## config.mk

```make
export PLATFORM = sky130hd
export DESIGN_NAME = hack_screen_fetch_flat
export DESIGN_NICKNAME = d
export VERILOG_FILES = /design/src/rtl/hack_video_pkg.sv /design/src/rtl/hack_screen_fetch_if.sv /design/src/rtl/hack_pixel_shifter.sv /design/src/rtl/hack_screen_fetch.sv /design/src/flat_wrapper.sv
export SDC_FILE = /design/constraint.sdc
export NUM_CORES = 1
export LEC_CHECK = 0
export CELL_PAD_IN_SITES_DETAIL_PLACEMENT = 1
export CELL_PAD_IN_SITES_GLOBAL_PLACEMENT = 1
export CORE_UTILIZATION = 30
export CTS_BUF_LIST = sky130_fd_sc_hd__clkbuf_2
export DETAILED_ROUTE_END_ITERATION = 10
export GPL_ROUTABILITY_DRIVEN = 0
export HOLD_SLACK_MARGIN = 0.02
export PLACE_DENSITY_LB_ADDON = 0.1
export SYNTH_ARGS = -nofsm -noshare
export SYNTH_HDL_FRONTEND = slang
export SYNTH_HIERARCHICAL = 1
export SYNTH_SLANG_ARGS = --single-unit
```

## constraint.sdc

```tcl
create_clock -name clk -period 2.7 [get_ports clk]
set_input_delay 0.405 -clock clk [delete_from_list [all_inputs] [get_ports clk]]
set_output_delay 0.405 -clock clk [all_outputs]
set_load 0.005 [all_outputs]
```

## src/rtl/hack_video_pkg.sv

```systemverilog
// hack_video_pkg: shared VGA/Hack screen geometry constants
package hack_video_pkg;
    localparam int H_ACTIVE      = 640;
    localparam int V_ACTIVE      = 480;
    localparam int HACK_W        = 512;
    localparam int HACK_H        = 256;
    localparam int WORD_W        = 16;
    localparam int WORDS_PER_ROW = HACK_W / WORD_W;
    localparam int WIN_X0        = 64;
    localparam int WIN_Y0        = 40;
endpackage

```

## src/rtl/hack_screen_fetch_if.sv

```systemverilog
// hack_screen_fetch_if: screen-RAM video read port (address out, word back)
interface hack_screen_fetch_if
    import hack_video_pkg::*;
#(
    parameter int VADDR_W = 13
);
    logic [VADDR_W-1:0] vaddr;
    logic               vreq;
    logic [WORD_W-1:0]  vdata;

    modport master (output vaddr, output vreq, input vdata);
    modport slave  (input vaddr, input vreq, output vdata);
endinterface

```

## src/rtl/hack_pixel_shifter.sv

```systemverilog
// hack_pixel_shifter: 16-bit word serialiser, bit 0 out first, load beats shift
module hack_pixel_shifter
    import hack_video_pkg::*;
(
    input  logic              clk,
    input  logic              rstn,
    input  logic              load,
    input  logic              shift,
    input  logic [WORD_W-1:0] din,
    output logic              lsb
);
    logic [WORD_W-1:0] sh;

    // load a fresh word, otherwise move the next pixel into bit 0
    always_ff @(posedge clk or negedge rstn)
        if (!rstn)      sh <= '0;
        else if (load)  sh <= din;
        else if (shift) sh <= {1'b0, sh[WORD_W-1:1]};

    assign lsb = sh[0];
endmodule

```

## src/rtl/hack_screen_fetch.sv

```systemverilog
// hack_screen_fetch: turns VGA counters into screen-RAM reads and registered pixels
module hack_screen_fetch
    import hack_video_pkg::*;
#(
    parameter int          X0      = WIN_X0,
    parameter int          Y0      = WIN_Y0,
    parameter int          RD_LAT  = 1,
    parameter int          VADDR_W = 13,
    parameter logic [23:0] FG      = 24'h000000,
    parameter logic [23:0] BG      = 24'hFFFFFF
) (
    input  logic                       clk,
    input  logic                       rstn,
    input  logic [9:0]                 counter_x,
    input  logic [9:0]                 counter_y,
    input  logic                       hs_in,
    input  logic                       vs_in,
    input  logic                       da_in,
    hack_screen_fetch_if.master        vbus,
    output logic                       pixel,
    output logic                       in_win,
    output logic [23:0]                rgb,
    output logic                       hs_out,
    output logic                       vs_out,
    output logic                       da_out
);
    logic [10:0]        dx, dy, p;
    logic               in_rows, win, fetch, load, bit0;
    logic [RD_LAT-1:0]  vpipe;
    logic [VADDR_W-1:0] vaddr;

    // offsets wrap to large values left of / above the window, so one compare bounds both sides
    assign dx      = {1'b0, counter_x} - 11'(X0);
    assign dy      = {1'b0, counter_y} - 11'(Y0);
    assign p       = {1'b0, counter_x} + 11'(1 + RD_LAT) - 11'(X0);
    assign in_rows = dy < 11'(HACK_H);
    assign win     = in_rows && dx < 11'(HACK_W);
    assign fetch   = in_rows && p < 11'(HACK_W) && p[3:0] == 4'd0;
    assign load    = vpipe[RD_LAT-1];

    // issue word reads ahead of each 16-pixel group; vpipe tracks when vdata is valid
    always_ff @(posedge clk or negedge rstn)
        if (!rstn) begin
            vaddr <= '0;
            vpipe <= '0;
        end else begin
            vpipe <= RD_LAT'({vpipe, fetch});
            if (fetch) vaddr <= VADDR_W'({dy[7:0], p[8:4]});
        end

    assign vbus.vaddr = vaddr;
    assign vbus.vreq  = vpipe[0];

    hack_pixel_shifter u_shift (
        .clk   (clk),
        .rstn  (rstn),
        .load  (load),
        .shift (win && !load),
        .din   (vbus.vdata),
        .lsb   (bit0)
    );

    // one register stage for pixel, colour and syncs so they stay aligned
    always_ff @(posedge clk or negedge rstn)
        if (!rstn) begin
            pixel  <= 1'b0;
            in_win <= 1'b0;
            rgb    <= '0;
            hs_out <= 1'b0;
            vs_out <= 1'b0;
            da_out <= 1'b0;
        end else begin
            pixel  <= win && bit0;
            in_win <= win;
            rgb    <= win ? (bit0 ? FG : BG) : 24'h0;
            hs_out <= hs_in;
            vs_out <= vs_in;
            da_out <= da_in;
        end
endmodule

```

## src/flat_wrapper.sv

```systemverilog
// flat-port wrapper written by rule: the top's interface ports become plain ports
module hack_screen_fetch_flat import hack_video_pkg::*;
#(
    parameter int          X0      = WIN_X0,
    parameter int          Y0      = WIN_Y0,
    parameter int          RD_LAT  = 1,
    parameter int          VADDR_W = 13,
    parameter logic [23:0] FG      = 24'h000000,
    parameter logic [23:0] BG      = 24'hFFFFFF
)
  (clk, rstn, counter_x, counter_y, hs_in, vs_in, da_in, pixel, in_win, rgb, hs_out, vs_out, da_out, vbus_vaddr, vbus_vreq, vbus_vdata);
  hack_screen_fetch_if #(.VADDR_W(VADDR_W)) vbus_i ();
  input  logic clk;
  input  logic rstn;
  input  logic [9:0] counter_x;
  input  logic [9:0] counter_y;
  input  logic hs_in;
  input  logic vs_in;
  input  logic da_in;
  output logic pixel;
  output logic in_win;
  output logic [23:0] rgb;
  output logic hs_out;
  output logic vs_out;
  output logic da_out;
  output wire logic [$bits(vbus_i.vaddr)-1:0] vbus_vaddr;
  output wire logic [$bits(vbus_i.vreq)-1:0] vbus_vreq;
  input wire logic [$bits(vbus_i.vdata)-1:0] vbus_vdata;
  assign vbus_vaddr = vbus_i.vaddr;
  assign vbus_vreq = vbus_i.vreq;
  assign vbus_i.vdata = vbus_vdata;
  hack_screen_fetch #(.X0(X0), .Y0(Y0), .RD_LAT(RD_LAT), .VADDR_W(VADDR_W), .FG(FG), .BG(BG)) u_core (.clk(clk), .rstn(rstn), .counter_x(counter_x), .counter_y(counter_y), .hs_in(hs_in), .vs_in(vs_in), .da_in(da_in), .vbus(vbus_i), .pixel(pixel), .in_win(in_win), .rgb(rgb), .hs_out(hs_out), .vs_out(vs_out), .da_out(da_out));
endmodule
```

==> results.yml, run 1 <==
cts:
  numCtsBuffers: 5
  worstSkewPairLatency_ns: 0.36
  cts_sinks: 36
  clk_pin_slew_worst_paths_ns: 0.18
  cts_tree: "done"
  htree_levels: 2
  postCtsSetupRepairBufs: 0
  clock_path_buffers: 2
  ctsResizeCount: 0
  cts_hold_buf: 0
  ctsRootBufferMaster: "clkbuf_2"
setup_path:
  slowest_delay_ns: 0.51
  worstPathMaxFanout: 16
  crit_top_cell: "o21ai_0"
  rr_worst_depth: 5
  r2r-end: "u_core/u_shift/sh[1]$_DFFE_PN0P_"
  critPathKind: "in -> reg"
  worst_setup_path_end_kind: "register"
  startpoint_type: "primary input"
  r2r-start: "u_core/vbus.vreq$_DFF_PN0_"
  cp.arrival_ns: 2.60
  rrSetupSlack_ns: 1.30
  slowest_stage: "or3_2"
  required_ns: 2.95
  crit_chain: "clkdlybuf4s50_1 > inv_1 > ha_1 > o21ai_0 > a22oi_1 > or3_2 > nor2_2 > buf_12 > mux2i_1 > o21ai_0"
power_and_ir_drop:
  irDropWorstVdd_mv: 0.248
  p_clk_frac: 0.209
  comb_power_share: 0.297
  switching_share: 0.269
  power_w: 0.00155
  p_int_w: 0.00113
  p_sw_w: 0.000415
  power_density_nw_per_um2: 570
  seq_power_share: 0.494
  leakagePower_nw: 1.13
outcome:
  outcome: "completed"
synth:
  ys_async_sr_fraction: 1.00
  synth_ff_type: "dfrtp_1"
  synth.avg_cell_area_um2: 11.0
  synth_cell_type_count: 32
  synth_area_um2: 1880
  synthesis.nets: 214
  ys_seq_area_frac: 0.478
  yosysWarnings: 6
  ys_ff_latch: 36
  syn-instance-count: 171
  synth_edf_count: 0
sta:
  slew_viol_final: 0
  slew_headroom: 0.464
  worst_pin_slew_ns: 0.804
  final.min_clock_period_ns: 2.34
  max_freq_ghz: 0.427
  rsz0062_at_grt: "no"
  fin_skew_ns: 0.00650
  setup_violations: 0
  hold_violations: 0
  period_share: 0.868
  final.setup.tns_ns: 0
global_route:
  grt_pass1_vias: 1485
  grt_max_degree: 37
  grt_use_total: 0.138
  antenna_found_initial: 0
  grt_pass1_wl_mm: 6.79
  grt-ovfl-total: 0
die:
  dieArea_um2: 6600
  pin_count: 84
  fp.dieW_um: 81.2
  num_rows: 28
  start_util: 0.314
  core-area_um2: 5990
  dieHeight_um: 81.2
finish:
  multiInputGateArea_um2: 737
  seqCellArea_um2: 901
  syn_to_final_growth_pct: 43.9
  fin_nets: 281
  n_antenna_cell: 0
  drive_gt1_frac: 0.130
  instances_no_fill: 314
  fillers: 684
run:
  maxCapViolations: 0
detailed_routing:
  route.detailed.drc: 0
  drt_wl_total_mm: 4.20
  routed_via_density: 4.47
  ant_nets: 0
  drt_iter0_markers: 40
  dr.pass1.iters: 4
  avgRoutedWirePerCell_um: 13.4
  vias: 1403
place:
  placed_cells: 306
  hpwl_mm: 3.16
  port-buffer-count: 83
hold_path:
  hp-class: "in -> async"
-- registers in the layout (all words and copies together) (netlist names) --
name               cells
u_core/hs_out          1
u_core/rgb             1
u_core/da_out          1
u_core/u_shift/sh     16
u_core/vs_out          1
u_core/in_win          1
u_core/vbus.vreq       1
u_core/pixel           1
u_core/vbus.vaddr     13
-- through the flow --
stage / util / worst slack, ns / hold WS (ns) / instance area, um^2
after global placement: 0.442 / 0.0180 / 0.446 / 2650
after global routing: 0.452 / 0.260 / 0.105 / 2710
after floorplan: - / 0.441 / 0.109 / 1880
after CTS: 0.452 / 0.376 / 0.0981 / 2710
after detailed placement: 0.442 / -0.0604 / 0.442 / 2650
final: 0.452 / 0.357 / 0.0999 / 2710
-- metal layers --
| metal | track usage | share of wire |
|---|---|---|
| met4 | 0.0482 | 0.011 |
| met1 | 0.151 | 0.40 |
| met3 | 0.0393 | 0.070 |
| met2 | 0.253 | 0.52 |
| met5 | 0 | 0 |
-- worst max path at each step --
stage	start	endpoint	slack, ns	cells past startpoint
2_1_floorplan	counter_y[3]	u_core/u_shift/sh[4]$_DFFE_PN0P_	0.44	11
3_3_place_gp	counter_y[3]	u_core/u_shift/sh[6]$_DFFE_PN0P_	0.02	10
3_5_place_dp	counter_y[3]	u_core/u_shift/sh[4]$_DFFE_PN0P_	-0.06	10
4_1_cts	counter_y[3]	u_core/u_shift/sh[4]$_DFFE_PN0P_	0.38	10
5_1_grt	counter_y[3]	u_core/u_shift/sh[4]$_DFFE_PN0P_	0.26	10
6_report	counter_y[3]	u_core/u_shift/sh[1]$_DFFE_PN0P_	0.36	10
-- power groups by stage --
stage	clock (W)	sequential, W	combinational (W)
5_1_grt	0.000372	0.000783	0.000511
3_3_place_gp	0	0.000774	0.000445
6_report	0.000323	0.000763	0.000459
2_1_floorplan	0	0.000760	0.000233
3_5_place_dp	0	0.000779	0.000465
4_1_cts	0.000343	0.000768	0.000467
-- Yosys cell counts, drive strengths merged (2+ instances only) --
library cell,number,area [um^2]
nand3,3,15.0
mux2i,17,170
buf,28,225
xnor2,6,52.6
dfrtp,36,901
xor2,3,26.3
nor2,6,22.5
mux2,12,135
nand2b,3,26.3
nand2,18,67.6
o21ai,19,98.8
inv,5,18.8
ha,2,25.0
-- final cells by class --
| cell class | instances | share of cell area |
|---|---|---|
| Clock buffer | 5 | 0.00924 |
| Clock inverter | 3 | 0.0139 |
| Inverter | 5 | 0.00693 |
| Multi-Input combinational cell | 101 | 0.272 |
| Sequential cell | 36 | 0.333 |
| Tap cell | 75 | 0.0346 |
| Timing Repair Buffer | 89 | 0.331 |
-- logic make-up (layout without fill, tap and decap cells) --
group	Yosys count	in the layout	synth area share
simple gates	39	39	0.110
buf+inv	34	102	0.132
fa+ha+maj	2	2	0.0133
compound gates	22	22	0.0631
flops	36	36	0.478
xor+xnor	9	9	0.0419
mux	29	29	0.162
-- cell usage in the layout, fill, tap and decap left out, types with 4 or more instances in the layout --
cell | synthesis | routed
inv_1 | 5 | 5
nand2_1 | 18 | 18
clkdlybuf4s50_1 | 0 | 82
mux2_2 | 12 | 12
o21ai_0 | 9 | 9
mux2i_1 | 17 | 17
buf_4 | 23 | 4
o21ai_1 | 9 | 9
xnor2_1 | 6 | 6
dfrtp_1 | 36 | 36
nor2_1 | 6 | 5
clkbuf_2 | 0 | 5
-- worst max-delay path, delay by kind of cell --
family          cells  cell delay [ns]
mux                 1             0.20
simple gates        2             0.65
compound gates      3             0.38
buf+inv             3             0.74
fa+ha+maj           1             0.22
Note: power is estimated with default switching activity, not from simulation.
==> run 2: changes to the inputs <==
--- a/config.mk
+++ b/config.mk
@@ -7,6 +7,8 @@
 export LEC_CHECK = 0
 export CELL_PAD_IN_SITES_DETAIL_PLACEMENT = 1
 export CELL_PAD_IN_SITES_GLOBAL_PLACEMENT = 1
+export CORE_ASPECT_RATIO = 0.8
+export CORE_MARGIN = 2
 export CORE_UTILIZATION = 30
 export CTS_BUF_LIST = sky130_fd_sc_hd__clkbuf_2
 export DETAILED_ROUTE_END_ITERATION = 10
==> results.yml, run 2 (synthesized netlist as in run 1, its figures left out) <==
setup_path:
  startpoint_type: "primary input"
  crit_chain: "clkdlybuf4s50_1 > inv_1 > ha_1 > nand3b_1 > mux2i_1 > a22oi_1 > or3_2 > nor2_1 > buf_12 > mux2i_1 > o21ai_1"
  cp_top_family: "simple AND/OR/NAND/NOR gates"
  crit_start: "counter_y[3]"
  critPathKind: "in -> reg"
  cp.arrival_ns: 2.74
  slowest_delay_ns: 0.50
  crit_top_cell: "mux2i_1"
  worst_setup_path_end_kind: "register"
  r2r-start: "u_core/vbus.vreq$_DFF_PN0_"
  slowest_stage: "or3_2"
  required_ns: 2.97
  worstPathMaxFanout: 16
  cp_num_buf_inv: 3
sta:
  final.setup.tns_ns: 0
  fin_skew_ns: 0.00671
  setup_violations: 0
  max_freq_ghz: 0.405
  slew_viol_final: 0
  slew_headroom: 0.457
  final.min_clock_period_ns: 2.47
  worst_pin_slew_ns: 0.815
  hold_violations: 0
  rsz0062_at_grt: "no"
  period_share: 0.916
detailed_routing:
  drt_iter0_markers: 32
  avgRoutedWirePerCell_um: 14.0
  ant_nets: 0
  drt_wl_total_mm: 4.48
  dr.pass1.iters: 2
  routed_via_density: 4.40
  route.detailed.drc: 0
  vias: 1408
global_route:
  grt_use_total: 0.139
  grt-ovfl-total: 0
  grt_pass1_wl_mm: 7.47
  antenna_found_initial: 0
  grt_pass1_vias: 1584
  grt_max_degree: 37
outcome:
  outcome: "completed"
cts:
  numCtsBuffers: 5
  ctsResizeCount: 0
  htree_levels: 2
  cts_sinks: 36
  ctsRootBufferMaster: "clkbuf_2"
  cts_hold_buf: 0
  cts_tree: "done"
  clock_path_buffers: 2
  worstSkewPairLatency_ns: 0.37
  clk_pin_slew_worst_paths_ns: 0.19
  postCtsSetupRepairBufs: 0
place:
  port-buffer-count: 83
  hpwl_mm: 3.41
  place_area_um2: 2640
  placed_cells: 312
die:
  core-area_um2: 5970
  dieHeight_um: 74.9
  num_rows: 25
  start_util: 0.315
  dieArea_um2: 6930
  fp.dieW_um: 92.6
  pin_count: 84
power_and_ir_drop:
  irDropWorstVdd_mv: 0.283
  leakagePower_nw: 1.12
  power_density_nw_per_um2: 577
  power_w: 0.00156
finish:
  syn_to_final_growth_pct: 43.5
  largest-register: "u_core/u_shift/sh"
  layout_commonest_cell: "clkdlybuf4s50_1"
  mostFrequentLayoutCells: "clkdlybuf4s50_1, dfrtp_1, nand2_1"
  fin_nets: 281
  n_antenna_cell: 0
  largest_reg_flops: 16
  seqCellArea_um2: 901
  fillers: 661
  multiInputGateArea_um2: 734
  reg_top3: "u_core/u_shift/sh: 16 flops, u_core/vbus.vaddr: 13 flops"
  instances_no_fill: 320
  drive_gt1_frac: 0.126
  finish.instance_area_um2: 2700
run:
  maxCapViolations: 0
hold_path:
  hp-class: "in -> async"
==> run 2: cell counts in the layout (fill, tap and decap cells not counted) <==
Identical to the previous run, type by type.
==> run 2: per-stage QoR <==
stage	hold WS, ns	setup WS, ns	util
global route	0.139	0.105	0.452
detailed placement	0.462	-0.198	0.442
finish	0.0913	0.228	0.452
global placement	0.447	-0.0509	0.442
floorplan	0.109	0.441	-
CTS	0.116	0.252	0.452
==> run 2: power breakdown <==
| group | switching, W | internal, W |
|---|---|---|
| Combinational | 0.000162 | 0.000299 |
| Clock | 0.000177 | 0.000151 |
| Sequential | 0.0000895 | 0.000680 |
==> run 2: cell type report <==
| type | instances | area share |
|---|---|---|
| Sequential cell | 36 | 0.333 |
| Clock inverter | 3 | 0.0139 |
| Clock buffer | 5 | 0.00926 |
| Inverter | 5 | 0.00695 |
| Multi-Input combinational cell | 101 | 0.272 |
| Timing Repair Buffer | 89 | 0.327 |
| Tap cell | 81 | 0.0375 |
==> run 2: metal layers <==
layer | track usage | vias up | share of wire
li1 | - | 684 | -
met5 | 0 | - | 0
met2 | 0.257 | 46 | 0.51
met3 | 0.0390 | 5 | 0.065
met1 | 0.160 | 673 | 0.42
met4 | 0.0398 | 0 | 0.0085
==> run 2: worst paths after layout <==
kind                                                     end  slack, ns  cells past startpoint
setup reg to reg            u_core/u_shift/sh[6]$_DFFE_PN0P_       1.19                      5
min in group clk                     u_core/hs_out$_DFF_PN0_       0.45                      1
setup / recovery            u_core/u_shift/sh[6]$_DFFE_PN0P_       0.23                     11
hold / removal                       u_core/in_win$_DFF_PN0_       0.09                      1
hold reg to reg                     u_core/rgb[22]$_DFF_PN0_       0.47                      1
max in group asynchronous  u_core/vbus.vaddr[12]$_DFFE_PN0P_       2.08                      1
